$ cat src/rtl/can_frame_rx_destuff.sv
`default_nettype none
// +----------------------------------------------------------------------------+
// | Module  : can_frame_rx_destuff                                             |
// | Brief   : CAN 2.0A bit receiver with mid-bit sampling and bit destuffing;  |
// |           assembles a fixed 108-bit standard data frame. Optional CRC-15   |
// |           check enabled by defining CAN_RX_CRC_CHECK_EN.                   |
// | Revision: 1.0                                                              |
// +----------------------------------------------------------------------------+
module can_frame_rx_destuff #(
    parameter int CLKS_PER_BIT = 10
) (
    input  logic         i_Clock,
    input  logic         i_Reset,
    input  logic         i_Rx_Serial,
    output logic         o_Rx_DV,
    output logic [0:107] o_Rx_Byte,
    output logic         o_Stuff_Err,
`ifdef CAN_RX_CRC_CHECK_EN
    output logic         o_Crc_Err,
`endif
    output logic         o_Busy
);

    localparam int                 c_CNT_W     = $clog2(CLKS_PER_BIT);
    localparam logic [c_CNT_W-1:0] c_HALF_M1   = c_CNT_W'(CLKS_PER_BIT / 2 - 1);
    localparam logic [c_CNT_W-1:0] c_FULL_M1   = c_CNT_W'(CLKS_PER_BIT - 1);
    localparam logic [6:0]         c_LAST_BIT  = 7'd107;
    localparam logic [6:0]         c_LAST_STUF = 7'd97;
    localparam logic [6:0]         c_LAST_CRC  = 7'd82;

    localparam logic [1:0] c_ST_IDLE      = 2'd0;
    localparam logic [1:0] c_ST_START     = 2'd1;
    localparam logic [1:0] c_ST_DATA      = 2'd2;
    localparam logic [1:0] c_ST_WAIT_IDLE = 2'd3;

    logic [1:0]         r_state;
    logic [1:0]         r_rx_sync;
    logic [c_CNT_W-1:0] r_clk_cnt;
    logic [6:0]         r_bit_idx;
    logic [2:0]         r_run;
    logic               r_run_val;
    logic [0:106]       r_shift;

    logic w_rx;
    logic w_is_stuff;

`ifdef CAN_RX_CRC_CHECK_EN
    logic [14:0] r_crc;

    function automatic logic [14:0] crc_step(input logic [14:0] crc, input logic din);
        logic [14:0] v;
        v = {crc[13:0], 1'b0};
        if (din ^ crc[14])
            v = v ^ 15'h4599;
        return v;
    endfunction
`endif

    assign w_rx = r_rx_sync[1];
    // The bit after a run of five may be a stuff bit, including the one right after the last CRC bit.
    assign w_is_stuff = (r_run == 3'd5) && (r_bit_idx <= (c_LAST_STUF + 7'd1));

    always_ff @(posedge i_Clock) begin
        if (i_Reset)
            r_rx_sync <= 2'b11;
        else
            r_rx_sync <= {r_rx_sync[0], i_Rx_Serial};
    end

    always_ff @(posedge i_Clock) begin
        if (i_Reset) begin
            r_state     <= c_ST_IDLE;
            r_clk_cnt   <= '0;
            r_bit_idx   <= '0;
            r_run       <= '0;
            r_run_val   <= 1'b0;
            r_shift     <= '0;
            o_Rx_DV     <= 1'b0;
            o_Rx_Byte   <= '0;
            o_Stuff_Err <= 1'b0;
            o_Busy      <= 1'b0;
`ifdef CAN_RX_CRC_CHECK_EN
            r_crc       <= '0;
            o_Crc_Err   <= 1'b0;
`endif
        end else begin
            o_Rx_DV     <= 1'b0;
            o_Stuff_Err <= 1'b0;
`ifdef CAN_RX_CRC_CHECK_EN
            o_Crc_Err   <= 1'b0;
`endif
            case (r_state)
                c_ST_IDLE: begin
                    r_clk_cnt <= '0;
                    r_bit_idx <= '0;
                    r_run     <= '0;
                    if (!w_rx) begin
                        r_state <= c_ST_START;
                        o_Busy  <= 1'b1;
                    end
                end

                c_ST_START: begin
                    if (r_clk_cnt == c_HALF_M1) begin
                        r_clk_cnt <= '0;
                        if (!w_rx) begin
                            r_shift[0] <= 1'b0;
                            r_bit_idx  <= 7'd1;
                            r_run      <= 3'd1;
                            r_run_val  <= 1'b0;
`ifdef CAN_RX_CRC_CHECK_EN
                            r_crc      <= crc_step(15'd0, 1'b0);
`endif
                            r_state    <= c_ST_DATA;
                        end else begin
                            r_state <= c_ST_IDLE;
                            o_Busy  <= 1'b0;
                        end
                    end else begin
                        r_clk_cnt <= r_clk_cnt + 1'b1;
                    end
                end

                c_ST_DATA: begin
                    if (r_clk_cnt == c_FULL_M1) begin
                        r_clk_cnt <= '0;
                        if (w_is_stuff) begin
                            if (w_rx != r_run_val) begin
                                r_run     <= 3'd1;
                                r_run_val <= w_rx;
                            end else begin
                                o_Stuff_Err <= 1'b1;
                                o_Busy      <= 1'b0;
                                r_state     <= c_ST_WAIT_IDLE;
                            end
                        end else if (r_bit_idx == c_LAST_BIT) begin
                            o_Rx_Byte <= {r_shift, w_rx};
                            o_Rx_DV   <= 1'b1;
                            o_Busy    <= 1'b0;
`ifdef CAN_RX_CRC_CHECK_EN
                            o_Crc_Err <= (r_crc != r_shift[83:97]);
`endif
                            r_state   <= c_ST_IDLE;
                        end else begin
                            r_shift[r_bit_idx] <= w_rx;
                            r_bit_idx          <= r_bit_idx + 7'd1;
                            if (r_bit_idx <= c_LAST_STUF) begin
                                if (w_rx == r_run_val) begin
                                    r_run <= r_run + 3'd1;
                                end else begin
                                    r_run     <= 3'd1;
                                    r_run_val <= w_rx;
                                end
                            end
`ifdef CAN_RX_CRC_CHECK_EN
                            if (r_bit_idx <= c_LAST_CRC)
                                r_crc <= crc_step(r_crc, w_rx);
`endif
                        end
                    end else begin
                        r_clk_cnt <= r_clk_cnt + 1'b1;
                    end
                end

                c_ST_WAIT_IDLE: begin
                    if (w_rx)
                        r_state <= c_ST_IDLE;
                end

                default: begin
                    r_state <= c_ST_IDLE;
                    o_Busy  <= 1'b0;
                end
            endcase
        end
    end

endmodule
`default_nettype wire

$ cat config.mk
export PLATFORM = sky130hd
export DESIGN_NAME = can_frame_rx_destuff
export DESIGN_NICKNAME = d
export VERILOG_FILES = /design/src/rtl/can_frame_rx_destuff.sv
export SDC_FILE = /design/constraint.sdc
export NUM_CORES = 1
export LEC_CHECK = 0
export BUFFER_PORTS_ARGS = -buffer_cell sky130_fd_sc_hd__buf_2
export CELL_PAD_IN_SITES_DETAIL_PLACEMENT = 1
export CELL_PAD_IN_SITES_GLOBAL_PLACEMENT = 2
export CORE_MARGIN = 2
export CORE_UTILIZATION = 30
export CTS_CLUSTER_SIZE = 28
export DETAILED_ROUTE_END_ITERATION = 8
export PLACE_DENSITY_LB_ADDON = 0.12
export SKIP_LAST_GASP = 1
export SLEW_MARGIN = 25
export SYNTH_ARGS = -nofsm -noshare
export SYNTH_HDL_FRONTEND = slang
export SYNTH_SLANG_ARGS = --single-unit
$ cat constraint.sdc
create_clock -name i_Clock -period 2.28 [get_ports i_Clock]
set_input_delay 0.456 -clock i_Clock [delete_from_list [all_inputs] [get_ports i_Clock]]
set_output_delay 0.456 -clock i_Clock [all_outputs]
set_load 0.01 [all_outputs]
* Word-level counts from Yosys, hierarchy flattened
Index checks and enable logic that the tools add are counted.
Widths: inputs -> output; s select.
** Cells by class
- $add $sub $neg :: 3
- Reductions and logical operators :: 15
- $lt $le $gt $ge :: 4
- Bitwise gates (word level) :: 5
- Equal/unequal tests :: 23
- Mux-type cells :: 53
** Operators with widths (count)
- $mux 107 :: 3
- $bwmux 107 :: 1
- $mux 7 :: 5
- $mux 3 :: 8
- $pmux 7 s3 :: 1
- $mux 1 :: 18
- $ne 3x3->1 const B :: 6
- $reduce_and 6->1 :: 3
- $mux 2 :: 8
- $ne 2x2->1 const B :: 8
- $le 7x7->1 const B :: 2
- $reduce_and 7->1 :: 2
- $pmux 4 s3 :: 1
- $pmux 3 s3 :: 1
- $ge 8x8->1 const B :: 1
- $lt 8x1->1 const B :: 1
- $mux 4 :: 2
- $not 7->8 :: 1
- $pmux 2 s4 :: 1
- $reduce_and 4->1 :: 2
- $reduce_and 8->1 :: 1
- $reduce_or 4->1 :: 2
- $add 7x1->7 const B :: 1
- $demux 1 s7 :: 1
- other kinds (17) :: 23
** Word-level totals
- Bits in registers :: 237
- Input port bits :: 3
- Logic and storage cells :: 115
- Output and inout bits :: 111

* Longest topological paths before layout
- Depth after elaboration :: 10
- Gate-level depth with buffers :: 10
- Depth with buffers taken out :: 7

* Least setup slack after synthesis
Ideal clock, no wire load.
- Path kind :: flip-flop to flip-flop
- Start point :: reg r_state[0]
- End point :: reg r_state[1]
- Cell stages (with the launch flop) :: 8
- Slack :: 0.170 ns
- Period minus slack after synthesis :: 2.110 ns
- Arrival time :: 1.982 ns
- Required time :: 2.152 ns
- Setup time :: 0.128 ns
- Buffers on the path :: 0
- Cell sequence :: dfxtp_1 inv_1 ha_1 or4bb_1 a32o_1 a311oi_2 mux2i_1 nor2_1
** Between the ends
- Longest elaborated chain between the ends :: 3
- Elaborated cells between the ends (all ways) :: 12
- Classes of those cells :: 9 x eq/ne; 1 x mux; 2 x reduce/logical
** Ends and longest elaborated chain
- start: declaration :: line 36 : logic [1:0] r_state;
- start signal: assignment :: line 72 : r_state <= c_ST_IDLE;
- start signal: assignment :: line 98 : r_state <= c_ST_START;
- start signal: assignment :: line 114 : r_state <= c_ST_DATA;
- $eq 2x2->1, or another cell as far along :: line 92 : case (r_state)
- $ne 3x3->1 (no line) / $ne 2x2->1 (equally long branches)
- $reduce_and 6->1 (no line)
Parallel ways exist; a longest one is shown, timed or not.
A chain may end at the register's enable or synchronous reset.

* Worst setup path in the final report
Ends and elaborated chain as after synthesis.

==> run summary <==
Leak Pwr: 4.785 nW
crit-path max FO: 6
vias in the first global route: 8546
fin crit share: 0.9511
DIE AREA: 34430 sq um
Critical Path RT: 2700 ps
final instance area: 12200 sq um
Yosys reg bits: 237
Slew @ Worst Pin: 732.4 ps
drt first-iter violations: 353
final hold vios: 0
GR Util met2: 0.2857
Cells after Synth: 1224
Die Wd: 185.6 um
largest net degree at the start of global routing: 70
fraction of layout cells with a size suffix above 1: 0.1819
crit path cell chain: inv_1, ha_2, or4bb_1, a32o_2, a311oi_4, mux2i_1, nor2_1
Max-Cap Viols: 0
CTS max path bufs: 3
core area: 32540 sq um
Max Slew Vio Count: 0
unrepaired setup endpoints after global routing: no
asr flop ratio synth: 0
first drt pass iteration count: 5
CTS sink count: 237
total gr overflow: 0
Netlist cell types: 60
setup violators final: 0
Filler cells: 3957
mapped cell area: 9888 sq um
Fin Setup TNS: 0 ps
Total Wirelength: 29870 um
Total GRT Usage: 0.1734
DR vias/cell: 4.745
Critical Path Slowest Stage Cell: or4bb_1
top post-synthesis cells by area: dfxtp_1 (48%), nand2_1 (13%), a21oi_1 (8.7%), mux2i_1 (5.8%), nand2b_1 (4.0%)
most frequent cells after synthesis: nand2_1 (344), dfxtp_1 (237), a21oi_1 (171), nor2_1 (76), nand2b_1 (63)
Mean Syn Cell Area: 8.079 sq um
register area share after synthesis: 0.4798
final antenna diode count: 0
first-pass GRT wire length: 47590 um
Setup Buffers After CTS: 0
initial core utilization: 0.3039
DR WL/cell: 16.60 um
Reg clk slew, reported paths: 50 ps
area grow syn2layout: 23.38%
row count: 66
crit path capture type: flop
CTS Buf Count: 28
placed inst area: 11230 sq um
area of the multi-input gates: 4817 sq um
Placer Congestion: 0.8066
area share of the largest cell type after synthesis: 0.4798
Tmin final: 2168 ps
initial antenna violation count: 0
Synth warnings: 0
critical path class: flop to flop
Hold Slack: 105.1 ps
Worst-Skew Late Latency: 550 ps
Most used DFF post-synth: dfxtp_1
I/O Pins: 114
IO Port Bufs: 113
outcome: completed
Hold Crit Class: primary input to flop
FF/Latch Area: 4748 sq um
Die Span Y: 185.6 um
CTS tree: built
via count: 8541
Max IR drop VDD: 0.5088 mV
fmax: 0.4612 GHz
P per Cell Area: 735.8 nW/um^2
Mapped Nets: 1241
CP Data Arrival Time: 2590 ps
GRT met3 Usage: 0.02250
H-Tree Depth: 1
antenna-violating nets left: 0
count leader, synth: nand2_1
DP Wirelength: 20390 um
CP peak stage delay: 500 ps
leading area contributor after synthesis: dfxtp_1
grt met1 use: 0.2423
NumNets Final: 1354
drc violations: 0
Slew HR: 0.5117
Setup Skew: 21.73 ps
Setup crit start kind: flop
Root Buffer: clkbuf_16
Post-synth EDFFs: 0
gr busiest metal: met2
[power breakdown]
part,internal (mW),switching (mW)
clock,2.73,1.79
sequential,4.15,0.00884
combinational,0.108,0.192
total,6.99,1.99
[kinds of logic (layout without fill, tap and decap cells)]
kind of cell               count (synthesis)  in the layout  synth area share
AOI/OAI and AO/OA                        253            253            0.1407
xor gates and xnor gates                   5              5          0.004428
adders and majority gates                 14             14           0.01771
muxes                                     58             58           0.05884
DFF                                      237            237            0.4798
buffers and inverters                    100            234           0.04353
and+or+nand+nor                          557            557            0.2550
[cells in the final DEF (no fill, tap or decap), types with 13 or more instances in the layout]
cell type,instances
buf_4,49
nand2_1,343
dfxtp_1,234
ha_1,13
mux2i_1,57
clkbuf_16,28
nor2_1,76
a21oi_1,171
o21ai_0,56
inv_1,13
nand2b_1,62
buf_2,112
[worst paths after layout]
check	from	endpoint	slack (ps)	depth (start not counted)
setup reg to reg	r_state[0]$_SDFFE_PP0P_	r_state[1]$_SDFFE_PP0P_	110	7
hold reg to reg	r_rx_sync[0]$_SDFF_PP1_	r_rx_sync[1]$_SDFF_PP1_	410	1
hold / removal	i_Rx_Serial	r_rx_sync[0]$_SDFF_PP1_	110	2
setup / recovery	r_state[0]$_SDFFE_PP0P_	r_state[1]$_SDFFE_PP0P_	110	7
[critical path: cells and delay by family (launching register included)]
kind                       cells  cell delay, ps
and+or+nand+nor                2             550
AOI/OAI and AO/OA              2             640
adders and majority gates      1             240
muxes                          1             230
buffers and inverters          1              80
DFF                            1             330
[per-layer routing]
metal | vias to the layer above | part of all wire
met2 | 122 | 0.45
met3 | 29 | 0.036
met5 | - | 0
met1 | 4101 | 0.50
met4 | 0 | 0.014
li1 | 4289 | -
[layout make-up]
cell class	instances	share of cell area
multi-input cells	887	0.3948
inverters	13	0.004000
flip-flops and latches	237	0.3892
clock inverters	11	0.009537
clock buffers	40	0.06769
repair buffers	170	0.08943
well taps	442	0.04533
[metrics by stage]
stage	worst slack [ps]	power [mW]	cells	utilization
after floorplan	170.2	4.446	1224	-
after CTS	51.42	9.135	1800	0.3741
after global routing	3.878	9.367	1800	0.3750
final	111.6	8.978	1800	0.3750
after global placement	57.78	4.552	1749	0.3452
after detailed placement	80.99	4.551	1749	0.3452
[timing repair]
| item | in CTS | in global routing |
|---|---|---|
| gates resized for setup | 0 | 8 |
| setup endpoints to repair | 0 | 18 |
| hold buffers | 0 | 0 |
Power figures use the tool's default switching activity.
